## config.mk

```make
export PLATFORM = sky130hd
export DESIGN_NAME = if_id_hazard
export DESIGN_NICKNAME = d
export VERILOG_FILES = /design/src/rtl/if_id_hazard.sv
export SDC_FILE = /design/constraint.sdc
export NUM_CORES = 1
export LEC_CHECK = 0
export CORE_ASPECT_RATIO = 1.1
export CORE_MARGIN = 1.5
export CORE_UTILIZATION = 40
export DETAILED_ROUTE_END_ITERATION = 8
export PLACE_DENSITY = 0.82
export SETUP_SLACK_MARGIN = 0.1
export SKIP_LAST_GASP = 1
export SLEW_MARGIN = 20
export SYNTH_ARGS = -nofsm -noshare
export SYNTH_HDL_FRONTEND = slang
export SYNTH_SLANG_ARGS = --single-unit
```

## constraint.sdc

```tcl
create_clock -name clk -period 7.5 [get_ports clk]
set_clock_uncertainty 0.15 [all_clocks]
set_input_delay 2.25 -clock clk [delete_from_list [all_inputs] [get_ports clk]]
set_output_delay 2.25 -clock clk [all_outputs]
set_load 0.05 [all_outputs]
```

## src/rtl/if_id_hazard.sv

```systemverilog
// IF/ID pipeline register with load-use hazard detection and branch flush.
// A load in EX whose destination feeds the instruction in ID stalls IF/ID and
// the PC for exactly one cycle and requests a bubble into ID/EX. A taken branch
// flushes the register to a NOP.
// Optional: define IF_ID_PERF_CNT_EN to build saturating stall/flush counters;
// otherwise stall_cnt and flush_cnt are tied to zero.
module if_id_hazard #(
  parameter logic [31:0] NOP_WORD = 32'h0000_0000,
  parameter int unsigned CNT_W    = 16
) (
  input  logic             clk,
  input  logic             rst_n,
  input  logic [31:0]      instr_in,
  input  logic [31:0]      pc_plus4_in,
  input  logic             instr_valid_in,
  input  logic             ex_mem_read,
  input  logic [4:0]       ex_rt,
  input  logic             branch_taken,
  output logic [31:0]      instr_id,
  output logic [31:0]      pc_plus4_id,
  output logic             valid_id,
  output logic             pc_write,
  output logic             bubble,
  output logic [CNT_W-1:0] stall_cnt,
  output logic [CNT_W-1:0] flush_cnt
);

  localparam int unsigned REG_W = 5;
  localparam int unsigned OP_W  = 6;

  typedef enum logic {
    ST_RUN   = 1'b0,
    ST_STALL = 1'b1
  } state_e;

  state_e            state_q, state_d;
  logic [31:0]       instr_q, instr_d;
  logic [31:0]       pc_q, pc_d;
  logic              valid_q, valid_d;
  logic              stall_now;
  logic              hazard;
  logic              uses_rt;
  logic [OP_W-1:0]   opcode;
  logic [REG_W-1:0]  rs, rt;

  assign opcode = instr_q[31:26];
  assign rs     = instr_q[25:21];
  assign rt     = instr_q[20:16];

  // Operand-usage decode and load-use hazard detection on the ID instruction
  always_comb begin
    uses_rt = (opcode == 6'h00) || (opcode == 6'h2B) ||
              (opcode == 6'h04) || (opcode == 6'h05);
    hazard  = valid_q && ex_mem_read && (ex_rt != '0) &&
              ((ex_rt == rs) || (uses_rt && (ex_rt == rt)));
  end

  // FSM state register
  always_ff @(posedge clk or negedge rst_n) begin
    if (!rst_n) state_q <= ST_RUN;
    else        state_q <= state_d;
  end

  // FSM next state: a stall lasts one cycle, a flush always returns to RUN
  always_comb begin
    state_d = ST_RUN;
    if ((state_q == ST_RUN) && stall_now && !branch_taken) state_d = ST_STALL;
  end

  // FSM outputs: hazard only acts while running
  always_comb begin
    stall_now = 1'b0;
    if (state_q == ST_RUN) stall_now = hazard;
    pc_write = ~stall_now;
    bubble   = stall_now;
  end

  // Pipeline register next value: flush beats stall beats capture
  always_comb begin
    instr_d = instr_q;
    pc_d    = pc_q;
    valid_d = valid_q;
    if (branch_taken) begin
      instr_d = NOP_WORD;
      valid_d = 1'b0;
    end else if (!stall_now) begin
      instr_d = instr_in;
      pc_d    = pc_plus4_in;
      valid_d = instr_valid_in;
    end
  end

  // Pipeline register
  always_ff @(posedge clk or negedge rst_n) begin
    if (!rst_n) begin
      instr_q <= NOP_WORD;
      pc_q    <= '0;
      valid_q <= 1'b0;
    end else begin
      instr_q <= instr_d;
      pc_q    <= pc_d;
      valid_q <= valid_d;
    end
  end

  assign instr_id    = instr_q;
  assign pc_plus4_id = pc_q;
  assign valid_id    = valid_q;

`ifdef IF_ID_PERF_CNT_EN
  logic [CNT_W-1:0] stall_cnt_q, stall_cnt_d;
  logic [CNT_W-1:0] flush_cnt_q, flush_cnt_d;

  // Saturating counters: stalls that actually hold the pipe, and flushes
  always_comb begin
    stall_cnt_d = stall_cnt_q;
    flush_cnt_d = flush_cnt_q;
    if (stall_now && !branch_taken && (stall_cnt_q != '1))
      stall_cnt_d = stall_cnt_q + CNT_W'(1);
    if (branch_taken && (flush_cnt_q != '1))
      flush_cnt_d = flush_cnt_q + CNT_W'(1);
  end

  // Counter registers
  always_ff @(posedge clk or negedge rst_n) begin
    if (!rst_n) begin
      stall_cnt_q <= '0;
      flush_cnt_q <= '0;
    end else begin
      stall_cnt_q <= stall_cnt_d;
      flush_cnt_q <= flush_cnt_d;
    end
  end

  assign stall_cnt = stall_cnt_q;
  assign flush_cnt = flush_cnt_q;
`else
  assign stall_cnt = '0;
  assign flush_cnt = '0;
`endif

endmodule

```

* Yosys cells after proc, flatten, opt, wreduce, memory -nomap -nowiden
Index checks and enable logic that the tools add are counted.
Storage, ports and cells: flip-flop bits (word level) 66, latch bits 0, bits in writable memories 0, memory bits (read-only) 0, input port bits 74, word-level logic and storage cells 33, memories 0
Operators by class: $add $sub $neg 0, multipliers 0, divide/modulo/power cells 0, magnitude comparators 0, equality and inequality tests 6, shift operators 0, multiplexer cells 6, bitwise operators 3, reduce and logical (&&, ||, !) cells 14
Operators by type and width (number):
- $mux 32 | 2
- $eq 6x3->1 const B | 2
- $eq 5x5->1 | 2
- $eq 6x6->1 const B | 1
- $logic_and 1x1->1 | 6
- $logic_not 6->1 | 1
- $reduce_bool 5->1 | 1
- $logic_or 1x1->1 | 4
- $mux 1 | 4
- $not 1->1 | 3
- $ne 2x2->1 const B | 1
- $reduce_and 2->1 | 1
- $logic_not 1->1 | 1

* Depth between registers and ports, before layout
depth in word-level cells 11, gate-level depth with buffers 8, gate-level depth less buffers 5

* Worst setup path after synthesis
OpenSTA, ideal clock, no wires.
kind input-to-output, start input ex_rt[0], end output bubble, arrival 4.181 ns, required time 5.100 ns, slack 0.919 ns, stages 7, path buffers 2, path through nor3_1 -> a21oi_1 -> and3_1 -> buf_2 -> clkbuf_1 -> nor2_1 -> inv_1
Between the ends: word-level cells in the longest chain between the ends 5, elaborated cells on any way between the ends 8
RTL lines:
- from (decl) | line 17 | input logic [4:0] ex_rt,
- $eq 5x5->1 | line 55 | ((ex_rt == rs) || (uses_rt && (ex_rt == rt)));
- $logic_and 1x1->1 | line 55
- $logic_or 1x1->1 | line 55
- $logic_and 1x1->1 * | line 54 | hazard = valid_q && ex_mem_read && (ex_rt != '0) &&
- $mux 1 * | line 73 | if (state_q == ST_RUN) stall_now = hazard;
- to (decl) | line 23 | output logic bubble,
Mark *: on every way between the ends. The rest lies on a longest branch, timed or not.

* Final worst setup path
start input ex_rt[3], end output bubble
The elaborated chain is that of the path after synthesis.

==> summary.md <==
| Metric | Value |
|---|---|
| Setup CP Type | `in2out` |
| Antenna-violating nets left | `0` |
| Pin slew with the least headroom to its limit | `roughly 1.0 ns` |
| Number of CTS-inserted buffers | `9` |
| GR Util met2 | `between 30 and 40%` |
| M3 GR Usage | `around 4.2%` |
| Pre-CTS setup slack | `1.227 ns` |
| Min Hold Slack | `between 0.3 and 0.4 ns` |
| P per Cell Area | `~220 mW/mm²` |
| Wirelength per Cell | `between 15 and 20 µm` |
| P&R area growth vs syn | `49.58%` |
| Slowest CP cell | `clkdlybuf4s50_1` |
| LEAKAGE | `2.130 nW` |
| Arrival time worst endpoint | `~3.9 ns` |
| Avg Cell Area, Syn | `approximately 11 µm²` |
| Max Slew Vio Count | `0` |
| Root buffer cell | `clkbuf_8` |
| Crit end category | `output port` |
| CP max stage delay | `0.47 ns` |
| CP required | `5.10 ns` |
| Remaining Overflow, GRT | `0` |
| Final wirelength | `8.373 mm` |
| Fmax achieved | `159.4 MHz` |
| Final setup fails | `0` |
| Layer with the highest usage | `met2` |
| Minimum clock period after layout | `around 6.3 ns` |
| PortBufs | `140` |
| Io pins | `between 150 and 200` |
| Via count of the first global-routing pass | `2484` |
| Final Hold Vio Count | `0` |
| Antenna Cells | `0` |
| Grt met1 use | `around a quarter` |
| Slew HR | `32.30%` |
| Final instance area | `about 0.0047 mm²` |
| Multi-input logic area | `approximately 0.0013 mm²` |
| Status | `complete, no violations` |
| CTS tree | `built` |
| Fillers | `645` |
| Sequential fraction of the synthesis area | `~52%` |
| Vias/cell | `4.914` |
| Maximum vdd drop | `between 100 and 150 µV` |
| First-pass GRT wire length | `around 13 mm` |
| Critical path fanouts, max | `3` |
| Initial antenna violation count | `0` |
| Placed inst area | `0.004511 mm²` |
| HPWL after detailed placement | `5.888 mm` |
| Crit-path cells | `clkdlybuf4s50_1, xor2_1, nor4_1, and4_1, nor2_1, inv_1, buf_12` |
| CTS clk-pin slew, worst paths | `about 0.070 ns` |
| Yosys warns | `0` |
| Share of layout cells above drive strength 1 | `between 10% and 20%` |
| Drt first pass iters | `4` |
| Cells after Synth | `280` |
| HP Class | `reg2reg` |
| Die Y-Extent | `a little under 100 µm` |
| Clock tree buffer depth | `2` |
| Clock latency on the worst-skew pair | `about 0.32 ns` |
| RD Place Congestion | `0.7967` |
| Pin count of the biggest net entering global routing | `45` |
| Setup ws final | `between 1 and 1.5 ns` |
| FF+latch count, synth | `66` |
| Synth cell types | `25` |
| CP startpoint kind | `primary input` |
| DRC | `0` |
| Number of DRC markers after the initial detailed-route iteration | `79` |
| CTS hold repair buffers | `0` |
| RSZ-0062 raised after global routing | `no` |
| Die W | `slightly below 90 µm` |
| Setup bufs post-CTS | `0` |
| Rows | `33` |
| Total power | `1.023 mW` |
| Period utilization | `about 84%` |
| All-layer global routing usage | `just under 20%` |
| Starting Density | `41.84%` |
| Post-CTS Resized | `0` |
| Die area | `0.008447 mm²` |
| Clock sink count | `66` |
| Fin Setup TNS | `0 ns` |
| Mapped Area | `0.003162 mm²` |
| Reg area | `0.001652 mm²` |
| Htree depth | `3` |
| Final net count | `slightly below 500` |
| Max-Cap Viols | `0` |
| Core ar. | `0.007556 mm²` |
| Via count | `~2600` |
[Yosys cell counts (all sizes together)]
library cell / count / share of area [%]
a21oi: 33 / 5.2
and3: 1 / 0.20
and4: 1 / 0.28
buf: 38 / 9.1
clkbuf: 16 / 1.9
conb: 1 / 0.12
dfrtp: 66 / 52
inv: 1 / 0.12
mux2: 32 / 15
mux2i: 1 / 0.32
nand2: 1 / 0.12
nand2b: 1 / 0.20
nand3: 34 / 5.4
nand3b: 1 / 0.24
nand4: 1 / 0.20
nor2: 5 / 0.59
nor3: 2 / 0.32
nor4: 2 / 0.40
o21ai: 31 / 4.9
or3: 2 / 0.40
xnor2: 1 / 0.28
xor2: 9 / 2.5
[final cells by class]
| type | instances | area share [%] |
|---|---|---|
| flip-flops and latches | 66 | 34.92 |
| repair buffers | 146 | 30.63 |
| multi-input cells | 190 | 26.96 |
| clock buffers | 11 | 2.989 |
| well taps | 105 | 2.778 |
| clock inverters | 5 | 1.640 |
| inverters | 1 | 0.07937 |
[cell families after synthesis]
group	Yosys count	synth area share, %
compound gates	64	10.13
xor+xnor	10	2.770
buf+inv	55	11.16
flops	66	52.24
mux	33	15.27
other cells	1	0.1186
simple gates	51	8.311
[registers in the layout (all words and copies together) (netlist names)]
signal	cells
pc_plus4_id	32
valid_id	1
state_q	1
instr_id	32
[layout by cell type, fill, tap and decap left out]
cell type          n
a21oi_1           33
and3_1             1
and4_1             1
buf_12             1
buf_2              1
buf_4              7
bufinv_16          2
clkbuf_1           1
clkbuf_8          10
clkdlybuf4s50_1  137
clkinv_2           2
clkinvlp_4         1
conb_1            32
dfrtp_1           66
inv_1              1
mux2_2             2
mux2_4            30
mux2i_1            1
nand2_1            1
nand2b_1           1
nand3_1           34
nand3b_1           1
nand4_1            1
nor2_1             5
nor3_1             2
nor4_1             2
o21ai_0           31
or3_1              1
or3_2              1
xnor2_1            1
xor2_1             9
[per-stage QoR]
stage                     std cells  utilization [%]
after floorplan                 311                -
after global placement          508            59.70
after detailed placement        508            59.70
after CTS                       524            62.59
after global routing            524            62.59
final                           524            62.59
[worst paths after layout]
kind                                       startpoint                          end  slack, ns  depth (start not counted)
max                                          ex_rt[3]                       bubble       1.23                          7
max reg2reg                  instr_id[19]$_DFFE_PN0P_  pc_plus4_id[31]$_DFFE_PN0P_       4.39                          6
min in group asynchronous                       rst_n  pc_plus4_id[22]$_DFFE_PN0P_       1.72                          1
max in group asynchronous                       rst_n      instr_id[9]$_DFFE_PN0P_       4.53                          2
min reg2reg                pc_plus4_id[9]$_DFFE_PN0P_   pc_plus4_id[9]$_DFFE_PN0P_       0.36                          1
min                        pc_plus4_id[9]$_DFFE_PN0P_   pc_plus4_id[9]$_DFFE_PN0P_       0.36                          1
[power by group]
group          leakage (nW)  switching (mW)  internal [mW]
sequential            0.814          0.0171          0.383
clock                 0.109           0.132          0.195
combinational          1.21           0.182          0.114
[worst max-delay path, delay by kind of cell]
family	cells	cell delay, ns
and+or+nand+nor	3	0.73
buffers and inverters	3	0.70
xor gates and xnor gates	1	0.19
[metal layers]
metal  vias to the layer above  wire (µm)
li1                       1175          -
met1                      1280       3393
met2                       111       4338
met3                         9        548
met4                         0         92
met5                         -          0
No activity file was read; power rests on OpenSTA's default activity.
